$ cat src/rtl/module_seg7_scan.sv
// Multiplexed seven-segment scanner: cycles through NUM_DIGITS shadowed digit values,
// with a per-dwell anode-off ghost window and a one-cycle frame pulse per full scan.
module module_seg7_scan #(
    parameter int NUM_DIGITS     = 4,
    parameter int DIGIT_WIDTH    = 4,
    parameter int REFRESH_CYCLES = 50000,
    parameter int GHOST_CYCLES   = 2
) (
    input  logic                                clk_i,
    input  logic                                rst_n_i,
    input  logic                                en_i,
    input  logic                                load_i,
    input  logic [NUM_DIGITS*DIGIT_WIDTH-1:0]   data_i,
    input  logic [NUM_DIGITS-1:0]               blank_i,
    output logic [NUM_DIGITS-1:0]               an_o,
    output logic [6:0]                          seg_o,
    output logic [DIGIT_WIDTH-1:0]              digit_o,
    output logic [$clog2(NUM_DIGITS)-1:0]       sel_o,
    output logic                                frame_o
);

    localparam int IW = $clog2(NUM_DIGITS);
    localparam int CW = $clog2(REFRESH_CYCLES);
    localparam logic [CW-1:0] CNT_LAST = CW'(REFRESH_CYCLES - 1);
    localparam logic [IW-1:0] IDX_LAST = IW'(NUM_DIGITS - 1);

    logic [CW-1:0]                        cnt_q, cnt_d;
    logic [IW-1:0]                        idx_q, idx_d;
    logic [NUM_DIGITS*DIGIT_WIDTH-1:0]    data_q, data_d;
    logic [NUM_DIGITS-1:0]                blank_q, blank_d;
    logic                                 en_q, en_d;
    logic                                 frame_q, frame_d;

    logic [DIGIT_WIDTH-1:0]               digits [NUM_DIGITS];
    logic                                 ghost;
    logic                                 dark;

    always_comb begin
        cnt_d   = cnt_q;
        idx_d   = idx_q;
        frame_d = 1'b0;
        en_d    = en_i;
        data_d  = load_i ? data_i  : data_q;
        blank_d = load_i ? blank_i : blank_q;
        if (!en_i) begin
            cnt_d = '0;
            idx_d = '0;
        end else if (cnt_q == CNT_LAST) begin
            cnt_d   = '0;
            idx_d   = (idx_q == IDX_LAST) ? '0 : idx_q + IW'(1);
            frame_d = (idx_q == IDX_LAST);
        end else begin
            cnt_d = cnt_q + CW'(1);
        end
    end

    always_ff @(posedge clk_i or negedge rst_n_i) begin
        if (!rst_n_i) begin
            cnt_q   <= '0;
            idx_q   <= '0;
            data_q  <= '0;
            blank_q <= '1;
            en_q    <= 1'b0;
            frame_q <= 1'b0;
        end else begin
            cnt_q   <= cnt_d;
            idx_q   <= idx_d;
            data_q  <= data_d;
            blank_q <= blank_d;
            en_q    <= en_d;
            frame_q <= frame_d;
        end
    end

    // Ghost window keeps anodes off while the segment lines settle on the new digit.
    if (GHOST_CYCLES == 0) begin : g_no_ghost
        assign ghost = 1'b0;
    end else begin : g_ghost
        assign ghost = (cnt_q < CW'(GHOST_CYCLES));
    end

    assign dark = !en_q || ghost || blank_q[idx_q];

    for (genvar gi = 0; gi < NUM_DIGITS; gi++) begin : g_digit
        assign digits[gi] = data_q[gi*DIGIT_WIDTH +: DIGIT_WIDTH];
        assign an_o[gi]   = dark || (idx_q != IW'(gi));
    end

    assign digit_o = digits[idx_q];
    assign sel_o   = idx_q;
    assign frame_o = frame_q;

    always_comb begin
        seg_o = 7'b1111111;
        case (digit_o[3:0])
            4'h0: seg_o = 7'b1000000;
            4'h1: seg_o = 7'b1111001;
            4'h2: seg_o = 7'b0100100;
            4'h3: seg_o = 7'b0110000;
            4'h4: seg_o = 7'b0011001;
            4'h5: seg_o = 7'b0010010;
            4'h6: seg_o = 7'b0000010;
            4'h7: seg_o = 7'b1111000;
            4'h8: seg_o = 7'b0000000;
            4'h9: seg_o = 7'b0010000;
            4'hA: seg_o = 7'b0001000;
            4'hB: seg_o = 7'b0000011;
            4'hC: seg_o = 7'b1000110;
            4'hD: seg_o = 7'b0100001;
            4'hE: seg_o = 7'b0000110;
            4'hF: seg_o = 7'b0001110;
            default: seg_o = 7'b1111111;
        endcase
    end

endmodule

$ cat config.mk
export PLATFORM = sky130hd
export DESIGN_NAME = module_seg7_scan
export DESIGN_NICKNAME = d
export VERILOG_FILES = /design/src/rtl/module_seg7_scan.sv
export SDC_FILE = /design/constraint.sdc
export NUM_CORES = 1
export LEC_CHECK = 0
export ABC_AREA = 0
export BUFFER_PORTS_ARGS = -buffer_cell sky130_fd_sc_hd__buf_2
export CORE_MARGIN = 2
export CORE_UTILIZATION = 39
export CTS_BUF_LIST = sky130_fd_sc_hd__clkbuf_2
export DETAILED_ROUTE_END_ITERATION = 16
export GPL_ROUTABILITY_DRIVEN = 0
export HOLD_SLACK_MARGIN = 0.1
export PLACE_DENSITY = 0.59
export RECOVER_POWER = 25
export SLEW_MARGIN = 25
export SYNTH_ARGS = -nofsm -noshare
export SYNTH_HDL_FRONTEND = slang
export SYNTH_SLANG_ARGS = --single-unit
$ cat constraint.sdc
create_clock -name clk_i -period 2.45 [get_ports clk_i]
set_input_delay 0.3675 -clock clk_i [delete_from_list [all_inputs] [get_ports clk_i]]
set_output_delay 0.3675 -clock clk_i [all_outputs]
set_load 0.005 [all_outputs]
==> flow_summary.ini <==
[die]
die_w_um = 78.87
die-area_um2 = 6220
num_rows = 27
io_pins = 42
dieHeight_um = 78.87
coreArea_um2 = 5473
start_util_pct = 39.94

[cts]
clock_sinks = 40
cts_tree = done
cts-root-buf = clkbuf_2
clock_path_buffers = 2
path_clk_slew_ns = 0.19
clk_latency_ns = 0.38
h-tree-depth = 2
numCtsBuffers = 5

[worst_setup_path]
critical_path.max_fanout = 3
path_class = flip-flop to output port
reg2reg_depth = 5
startpoint = sel_o[0]
crit_path_start_kind = flip-flop
rr_endpoint = sel_o[0]
crit_path_end_kind = output port
worstReg2RegStart = cnt_q[1]
cp.required_ns = 2.08
r2r_slack_ns = 0.57
critPathCapture = seg_o[3]
critPathArrivalTime_ns = 2.16

[synthesis]
synthCells = 193
syn_nets = 228
synth_seq_cells = 40
yosysSeqAreaShare_pct = 46.02
synth_edf_count = 0
yosysWarnings = 0
synth-async-reset-ratio_pct = 100.0
syn_area_um2 = 2186
synth_ff_type = dfrtp_1
yosys.cell_types.count = 39
syn_avg_cell_area_um2 = 11.33

[detailed_routing]
drt_iter0_drc = 105
vias = 1596
totalWireLength_mm = 4.497
first_pass_iters = 4
final_antenna_net_count = 0
wl_per_cell_um = 13.97
viasPerCell = 4.957
drc = 0

[timing]
hold_viol = 0
drv_slew = 0
fin_ws_ns = -0.07721
min_period_ns = 2.527
clock_skew_ns = 0.01835
fin_crit_sh_pct = 103.2
setup_violations = 7
holdWs_ns = 0.1984
fmax_mhz = 395.7
worst_pin_slew_ns = 1.077
rsz0062_at_grt = true
slew_headroom_pct = 28.21

[final_layout]
final_net_count = 284
antenna_cells = 0
fillers = 528
fin_cells = 322
areaGrowthSynthToFinish_pct = 21.64
drive_gt1_share_pct = 42.00

[grt]
grt_usage_pct = 15.38
first_global_vias = 1588
antenna_found_initial = 0
grt_max_degree = 41
busiest_layer = met2
met1_usage_pct = 22.20
grt.overflow.total = 0
gr-usage-met3_pct = 2.727
grt_util_met2_pct = 23.76
grt_pass1_wl_mm = 7.610

[run_status]
violations = setup timing
outcome = finished, violations left

[placed_design]
dp_cells = 304
pre_cts_slack_ns = 0.1251
hpwl_mm = 3.156
port_buffers = 41

[min_path]
whs_path_depth = 2
hp-class = input pin to flip-flop

[power]
powerDensity_nw_per_um2 = 478.6
ir_worst_vdd_mv = 0.2587
power_leakage_nw = 1.172

[run]
drv_cap = 0
## critical path, stage by stage, from the launching register on
cell	delay (ns)
dfrtp_2	0.45
mux4_2	0.58
inv_4	0.11
ha_4	0.20
mux2i_1	0.13
nor2_1	0.06
a31oi_1	0.12
buf_2	0.13
## cells in the mapped netlist (2+ instances only)
cell	count	share of area [%]
and4_1	4	1.6
or3_1	2	0.57
nor2_1	15	2.6
o21ai_0	8	1.8
and3_1	4	1.1
nand4_1	6	1.7
nand3_1	11	2.5
inv_1	8	1.4
dfstp_2	4	4.8
a21oi_1	4	0.92
clkbuf_1	3	0.52
mux4_1	4	4.8
buf_2	3	0.69
xnor2_1	4	1.6
o21a_1	2	0.69
mux2_2	22	11
xor2_1	8	3.2
buf_6	2	1.0
nor4_1	2	0.57
nor3_1	3	0.69
dfrtp_1	36	41
nand2_1	11	1.9
ha_1	11	6.3
## state kept, by name (all words and copies together) (netlist names)
register	cells
sel_o	2
data_q	16
en_q	1
blank_q	4
frame_o	1
cnt_q	16
## worst min-delay path by stage
| stage | slack [ns] | from | to |
|---|---|---|---|
| 2_1_floorplan | 0.07 | rst_n_i | cnt_q[0] |
| 3_3_place_gp | 0.49 | data_q[0] | data_q[0] |
| 3_5_place_dp | 0.49 | data_q[0] | data_q[0] |
| 4_1_cts | 0.17 | data_i[4] | data_q[4] |
| 5_1_grt | 0.17 | data_i[5] | data_q[5] |
| 6_report | 0.20 | data_i[8] | data_q[8] |
## repair_timing
item                                    CTS  global route
gates resized for setup                  22             5
hold buffers                              2             0
buffers inserted                          6             2
endpoints found under the hold margin    37             0
pin swaps                                 2             4
endpoints found under the setup margin   11            11
## layout by cell type (no fill, tap or decap), types with 4 or more instances in the layout
cell / count
a21oi_1: 4
and3_1: 4
and4_1: 4
buf_2: 39
buf_4: 9
buf_6: 5
clkbuf_2: 7
dfrtp_1: 35
dfstp_2: 4
ha_1: 8
inv_1: 6
mux2_2: 22
mux4_2: 5
nand2_1: 10
nand3_1: 11
nand4_1: 6
nor2_1: 15
o21ai_0: 5
xnor2_1: 4
xor2_1: 8
## logic make-up (layout without fill, tap and decap cells)
logic type               count (synthesis)  after routing  share of synthesized area, %
buffers and inverters                   16             73                         3.606
XOR/XNOR                                12             12                         4.808
AO/OA/AOI/OAI                           19             19                         5.037
multiplexers                            28             28                         17.63
AND/OR/NAND/NOR                         67             67                         16.60
flip-flops                              40             40                         46.02
adder cells (fa/ha/maj)                 11             11                         6.296
## metal layers
metal / vias to the layer above / share of wire (%)
met5: - / 0
li1: 799 / -
met2: 35 / 45
met3: 4 / 3.8
met4: 0 / 1.2
met1: 758 / 50
## power by group
group,internal [mW],switching (mW)
sequential,0.703,0.0266
clock,0.0780,0.205
combinational,0.141,0.118
## stage by stage
step                      total power, mW  util (%)  instance area [um^2]  TNS [ns]
final                               1.272     48.58                  2659   -0.3269
after global routing                1.349     48.58                  2659    -1.629
after CTS                           1.274     47.90                  2621   -0.7944
after detailed placement           0.9532     45.27                  2477         0
after global placement             0.9516     45.27                  2477         0
after floorplan                    0.8619         -                  2186         0
## layout make-up
class | instances | area [um^2] | share of cell area (%)
sequential | 40 | 1007 | 37.88
inverter | 8 | 32.53 | 1.224
tap | 72 | 90.09 | 3.388
clock buffer | 7 | 35.03 | 1.318
multi-input combinational | 137 | 1142 | 42.96
clock inverter | 1 | 5.005 | 0.1882
timing repair buffer | 57 | 346.6 | 13.04
Note: power is estimated with default switching activity, not from simulation.
